--- config.mk ---
export PLATFORM = sky130hd
export DESIGN_NAME = exu_div_ctrl
export DESIGN_NICKNAME = d
export VERILOG_FILES = /design/src/rtl/exu_div_ctrl.sv
export SDC_FILE = /design/constraint.sdc
export NUM_CORES = 1
export LEC_CHECK = 0
export CAP_MARGIN = 15
export CORE_AREA = 2 2 184 186
export CTS_CLUSTER_SIZE = 28
export DETAILED_ROUTE_END_ITERATION = 7
export DIE_AREA = 0 0 186 188
export PLACE_DENSITY = 0.6
export SETUP_SLACK_MARGIN = 0.15
export SLEW_MARGIN = 20
export SYNTH_ARGS = -nofsm -noshare
export SYNTH_HDL_FRONTEND = slang
export SYNTH_SLANG_ARGS = --single-unit
export TNS_END_PERCENT = 30
--- constraint.sdc ---
create_clock -name clk -period 3.5 [get_ports clk]
set_clock_uncertainty 0.05 [all_clocks]
set_input_delay 0.35 -clock clk [delete_from_list [all_inputs] [get_ports clk]]
set_output_delay 0.35 -clock clk [all_outputs]
set_load 0.01 [all_outputs]
--- src/rtl/exu_div_ctrl.sv ---
// exu_div_ctrl: sequencer wrapped around the iterative 64-bit divider.
// Accepts RV64M DIV/DIVU/REM/REMU(W) ops from issue. Divide-by-zero and signed
// overflow are resolved locally. All other ops are handed to the divider. The
// quotient or remainder is then selected, sign-extended for W ops, and held for
// writeback. A flush that arrives while the divider is busy waits in DRAIN until
// the divider finishes.
module exu_div_ctrl #(
  parameter int BITS_W = 64
) (
  input  logic              clk,
  input  logic              rst,
  input  logic              flush,
  input  logic              in_valid,
  output logic              in_ready,
  input  logic [1:0]        in_op,
  input  logic              in_is_w,
  input  logic [BITS_W-1:0] in_src1,
  input  logic [BITS_W-1:0] in_src2,
  input  logic [4:0]        in_rd,
  output logic [BITS_W-1:0] div_dividend,
  output logic [BITS_W-1:0] div_divisor,
  output logic              div_valid,
  output logic              divw,
  output logic              div_signed,
  input  logic              div_ready,
  input  logic              div_out_valid,
  input  logic [BITS_W-1:0] quotient,
  input  logic [BITS_W-1:0] remainder,
  output logic              out_valid,
  input  logic              out_ready,
  output logic [BITS_W-1:0] out_result,
  output logic [4:0]        out_rd
);

  localparam logic [2:0] S_IDLE  = 3'd0;
  localparam logic [2:0] S_REQ   = 3'd1;
  localparam logic [2:0] S_WAIT  = 3'd2;
  localparam logic [2:0] S_DONE  = 3'd3;
  localparam logic [2:0] S_DRAIN = 3'd4;

  localparam logic [BITS_W-1:0] ALL_ONES = {BITS_W{1'b1}};
  localparam logic [BITS_W-1:0] ALL_ZERO = {BITS_W{1'b0}};
  localparam logic [BITS_W-1:0] MOST_NEG = {1'b1, {(BITS_W-1){1'b0}}};

  // For W ops, keep the low word and replicate bit 31 across the upper bits.
  function automatic logic [BITS_W-1:0] fmt_result(input logic [BITS_W-1:0] val,
                                                   input logic is_w);
    if (is_w) begin
      fmt_result = {{(BITS_W-32){val[31]}}, val[31:0]};
    end else begin
      fmt_result = val;
    end
  endfunction

  logic [2:0]        r_state;
  logic              r_in_ready;
  logic              r_div_valid;
  logic              r_out_valid;
  logic              r_sel_rem;
  logic              r_is_w;
  logic [4:0]        r_rd;
  logic [BITS_W-1:0] r_result;
  logic [BITS_W-1:0] r_div_dividend;
  logic [BITS_W-1:0] r_div_divisor;
  logic              r_divw;
  logic              r_div_signed;

  logic [2:0]        w_next;
  logic              w_accept;
  logic              w_signed;
  logic              w_div_zero;
  logic              w_min_dividend;
  logic              w_neg_one;
  logic              w_special;
  logic [BITS_W-1:0] w_spec_q;
  logic [BITS_W-1:0] w_spec_r;
  logic [BITS_W-1:0] w_spec_res;
  logic [BITS_W-1:0] w_div_res;

  // Classify the offered op and precompute the result of the special cases.
  always_comb begin
    w_accept = (r_state == S_IDLE) && in_valid && !flush;
    w_signed = ~in_op[0];
    if (in_is_w) begin
      w_div_zero     = (in_src2[31:0] == 32'h0000_0000);
      w_min_dividend = (in_src1[31:0] == 32'h8000_0000);
      w_neg_one      = (in_src2[31:0] == 32'hFFFF_FFFF);
    end else begin
      w_div_zero     = (in_src2 == ALL_ZERO);
      w_min_dividend = (in_src1 == MOST_NEG);
      w_neg_one      = (in_src2 == ALL_ONES);
    end
    w_special = w_div_zero || (w_signed && w_min_dividend && w_neg_one);
    // Divide-by-zero gives q=-1 and r=dividend. Overflow gives q=dividend and r=0.
    if (w_div_zero) begin
      w_spec_q = ALL_ONES;
      w_spec_r = in_src1;
    end else begin
      w_spec_q = in_src1;
      w_spec_r = ALL_ZERO;
    end
    if (in_op[1]) begin
      w_spec_res = fmt_result(w_spec_r, in_is_w);
    end else begin
      w_spec_res = fmt_result(w_spec_q, in_is_w);
    end
    if (r_sel_rem) begin
      w_div_res = fmt_result(remainder, r_is_w);
    end else begin
      w_div_res = fmt_result(quotient, r_is_w);
    end
  end

  // Next-state logic, including the flush and drain rules.
  always_comb begin
    w_next = r_state;
    case (r_state)
      S_IDLE: begin
        if (w_accept) begin
          w_next = w_special ? S_DONE : S_REQ;
        end else begin
          w_next = S_IDLE;
        end
      end
      S_REQ: begin
        if (flush) begin
          w_next = div_ready ? S_DRAIN : S_IDLE;
        end else if (div_ready) begin
          w_next = S_WAIT;
        end else begin
          w_next = S_REQ;
        end
      end
      S_WAIT: begin
        if (flush) begin
          w_next = div_out_valid ? S_IDLE : S_DRAIN;
        end else if (div_out_valid) begin
          w_next = S_DONE;
        end else begin
          w_next = S_WAIT;
        end
      end
      S_DONE: begin
        if (flush || out_ready) begin
          w_next = S_IDLE;
        end else begin
          w_next = S_DONE;
        end
      end
      S_DRAIN: begin
        if (div_out_valid) begin
          w_next = S_IDLE;
        end else begin
          w_next = S_DRAIN;
        end
      end
      default: w_next = S_IDLE;
    endcase
  end

  // Update the state register and the handshake outputs, which are registered from the next state.
  always_ff @(posedge clk) begin
    if (rst) begin
      r_state     <= S_IDLE;
      r_in_ready  <= 1'b1;
      r_div_valid <= 1'b0;
      r_out_valid <= 1'b0;
    end else begin
      r_state     <= w_next;
      r_in_ready  <= (w_next == S_IDLE);
      r_div_valid <= (w_next == S_REQ);
      r_out_valid <= (w_next == S_DONE);
    end
  end

  // Latch the op at accept. Load the divider request only for the normal path.
  always_ff @(posedge clk) begin
    if (rst) begin
      r_sel_rem      <= 1'b0;
      r_is_w         <= 1'b0;
      r_rd           <= 5'd0;
      r_div_dividend <= ALL_ZERO;
      r_div_divisor  <= ALL_ZERO;
      r_divw         <= 1'b0;
      r_div_signed   <= 1'b0;
    end else if (w_accept) begin
      r_sel_rem <= in_op[1];
      r_is_w    <= in_is_w;
      r_rd      <= in_rd;
      if (!w_special) begin
        r_div_dividend <= in_src1;
        r_div_divisor  <= in_src2;
        r_divw         <= in_is_w;
        r_div_signed   <= w_signed;
      end else begin
        r_div_dividend <= r_div_dividend;
        r_div_divisor  <= r_div_divisor;
        r_divw         <= r_divw;
        r_div_signed   <= r_div_signed;
      end
    end else begin
      r_sel_rem      <= r_sel_rem;
      r_is_w         <= r_is_w;
      r_rd           <= r_rd;
      r_div_dividend <= r_div_dividend;
      r_div_divisor  <= r_div_divisor;
      r_divw         <= r_divw;
      r_div_signed   <= r_div_signed;
    end
  end

  // Capture the writeback value, either from a special-case accept or from a live divider pulse.
  always_ff @(posedge clk) begin
    if (rst) begin
      r_result <= ALL_ZERO;
    end else if (w_accept && w_special) begin
      r_result <= w_spec_res;
    end else if ((r_state == S_WAIT) && div_out_valid && !flush) begin
      r_result <= w_div_res;
    end else begin
      r_result <= r_result;
    end
  end

  assign in_ready     = r_in_ready;
  assign div_valid    = r_div_valid;
  assign out_valid    = r_out_valid;
  assign div_dividend = r_div_dividend;
  assign div_divisor  = r_div_divisor;
  assign divw         = r_divw;
  assign div_signed   = r_div_signed;
  assign out_result   = r_result;
  assign out_rd       = r_rd;

endmodule

==> key figures <==
Worst hold path
  • Hold WC Path Type: in -> reg
  • Min-Delay Endpoint: out_rd[3]$_SDFFE_PP0P_
  • Hold path startpoint: in_rd[3]
  • Hold depth: 3

Run
  • Max-cap violations: 0

Placed design
  • Dpl cell area: about 15000 um2
  • Final Wtd Congestion: slightly below 0.9
  • Dpl hpwl: around 30000 um
  • Post-Place Cells: ~2000
  • Buffers added on ports: between 400 and 500

Power and ir drop
  • Peak supply drop: approximately 0.31 mV
  • Leak: 5.11 nW
  • Power per standard cell area: around 380 nW/um2

Yosys
  • Post-synthesis cell type count: 40
  • Netlist Area Pre-Place: 9230 um2
  • Yosys warning count: 0
  • Register area share after synthesis: between 40 and 50%
  • Syn avg cell area: 8.02 um2
  • Commonest register cell after synthesis: dfxtp_1
  • Dominant cell type by area after synthesis: dfxtp_1
  • Share of the synthesized area in the top cell type: ~45%
  • FF+latch count, synth: ~210
  • Most frequent cell after synthesis: nand2_1
  • Asr flop ratio synth: 0%
  • Gate Count Post-Synth: around 1200
  • Synth area leaders: dfxtp_1 (45%), nand2_1 (14%), a21oi_1 (11%)
  • EDFF count, synth: 0
  • Synth top cells by count: nand2_1 (332), dfxtp_1 (207), a21oi_1 (203)
  • Post-synth net total: between 1000 and 1500

Final layout
  • Area Overhead vs Synth: 66.3%
  • Final nets: 1863
  • Design Area, Final: between 15000 and 20000 um2
  • Share of layout cells above drive strength 1: roughly 8%
  • Post-Route Utilization: approximately 46%
  • Non-filler cells, final: roughly 2000

Drt
  • Initial DRC count: approximately 600
  • Vias per cell: ~5
  • Vias post-DR: 10200
  • First drt pass iteration count: 5
  • Routed wire length: about 40000 um
  • Final ANT Viol Nets: 0
  • Residual DRC count: 0
  • Routed length on met3: 2920 um
  • Routed len/inst: 19.6 um
  • Top Layer Used: met5
  • Met1 wire length: 17400 um
  • Met2 wire len: 19000 um

Clock network
  • Root Driver: clkbuf_16
  • Post-CTS Hold Buffers: 0
  • Buffer count from post-CTS setup fixing: 0
  • CTS tree: done
  • Clock sink count: 207
  • Clock tree buffer depth: 3
  • Clock buffer count from CTS: 25
  • Post-cts sizing count: 0
  • H-tree depth: 1
  • Worst-Skew Late Latency: ~530 ps
  • Clk pin slew, worst setup/hold paths: around 60 ps

Setup path
  • Crit Reg-Reg Endpoint: div_dividend[30]$_SDFFE_PP0P_
  • Required @ worst endpoint: a little under 4000 ps
  • Crit Path Class: in -> reg
  • Max FO, Critical Path: 17
  • R2R Setup Slk: 1070 ps
  • Slowest stage delay, CP: approximately 620 ps
  • CP Data Arrival Time: 3240 ps
  • Worst setup SP type: input pin
  • Worst R2R Path Depth: 6
  • Crit end category: register
  • Cell Chain, Critical Path: clkdlybuf4s50_1 > nand4_1 > or4_1 > nor3_1 > buf_4 > and4_1 > o21ai_4 > buf_12 > buf_12 > o31a_1 > nor3_1
  • Crit path max-delay cell type: or4_1
  • Reg2reg start: r_state[1]$_SDFF_PP0_

Floorplan
  • I/O Pins: 473
  • Die Footprint: around 35000 um2
  • Row cnt: 67
  • Die W: between 150 and 200 um
  • Core area: 33100 um2
  • Die Y: around 190 um
  • Starting density of the core: 27.9%

GRT
  • First-pass GRT wire length: between 50000 and 60000 um
  • Pin count of the biggest net entering global routing: between 100 and 150
  • Vias in the first global route: between 9000 and 10000
  • Grt ovf: 0
  • Initial antenna violation count: 2
  • Total track usage: a little over a fifth

Timing
  • RSZ-0062 raised after global routing: false
  • Setup TNS Final: 0 ps
  • # setup viols final: 0
  • Slew Limit Fails: 0
  • Fin crit share: between 80% and 90%
  • Min cycle time layout: between 2000 and 3000 ps
  • Slew HR: a little over a third
  • Hold WS: approximately 330 ps
  • Actual slew at the worst max-slew pin: between 900 and 1000 ps
  • Final Hold Fails: 0
  • Fmax: around 350 MHz

Run status
  • Status: finished clean
cell usage in the layout (no fill, tap or decap), drive strengths merged, types with 6 or more instances in the layout:
cell	count
o22ai	28
nor2	76
mux2i	34
dfxtp	207
nand4	20
nand2	332
a21oi	203
clkdlybuf4s50	471
a221oi	54
nor4	27
a211oi	24
buf	40
clkbuf	37
nor2b	6
critical path: cells and delay by family:
| family | cells | cell delay, ps |
|---|---|---|
| buf+inv | 4 | 1040 |
| compound gates | 2 | 240 |
| simple gates | 5 | 1590 |
area by class of cell:
type                       instances  area (um2)
fill                            3272       17800
timing repair buffer             512        5200
multi-input combinational        846        4690
sequential                       207        4150
clock buffer                      36         717
tap                              448         561
clock inverter                     6        38.8
antenna                            1        2.50
kinds of logic after synthesis:
kind of cell / after synthesis / synth area share (%)
compound gates: 326 / 24.3
flops: 207 / 44.9
simple gates: 486 / 22.3
mux: 34 / 3.69
buf+inv: 98 / 4.84
metrics by stage:
step / power [mW] / worst slack, ps
finish: 5.88 / 654
global route: 6.13 / 473
CTS: 5.95 / 584
detailed placement: 3.50 / 25.7
global placement: 3.50 / -64.7
floorplan: 2.85 / 1100
how the worst max path moves through the flow:
stage / from / end / slack [ps] / cells after the start
2_1_floorplan: in_src2[20] / out_result[33]$_SDFFE_PP0P_ / 1100 / 8
3_3_place_gp: in_src2[44] / out_result[29]$_SDFFE_PP0P_ / -60 / 11
3_5_place_dp: in_src2[44] / out_result[29]$_SDFFE_PP0P_ / 30 / 11
4_1_cts: in_src2[44] / out_result[29]$_SDFFE_PP0P_ / 580 / 11
5_1_grt: in_src2[44] / out_result[29]$_SDFFE_PP0P_ / 470 / 11
6_report: in_src2[44] / out_valid$_SDFF_PP0_ / 650 / 11
power breakdown:
part	internal, mW	total (mW)	switching, mW
clock network	1.41	2.43	1.01
registers	2.44	2.48	0.0425
logic	0.531	0.972	0.441
registers in the layout, summed over array words and instances (netlist names), 3 cells and up:
| name | flops |
|---|---|
| r_state | 3 |
| out_rd | 5 |
| div_divisor | 64 |
| out_result | 64 |
| div_dividend | 64 |
layer usage:
layer | track usage (%) | vias to the layer above
li1 | - | 4957
met1 | 28.0 | 4764
met2 | 36.4 | 367
met3 | 5.13 | 62
met4 | 6.03 | 2
met5 | 0 | -
No activity file was read; power rests on OpenSTA's default activity.
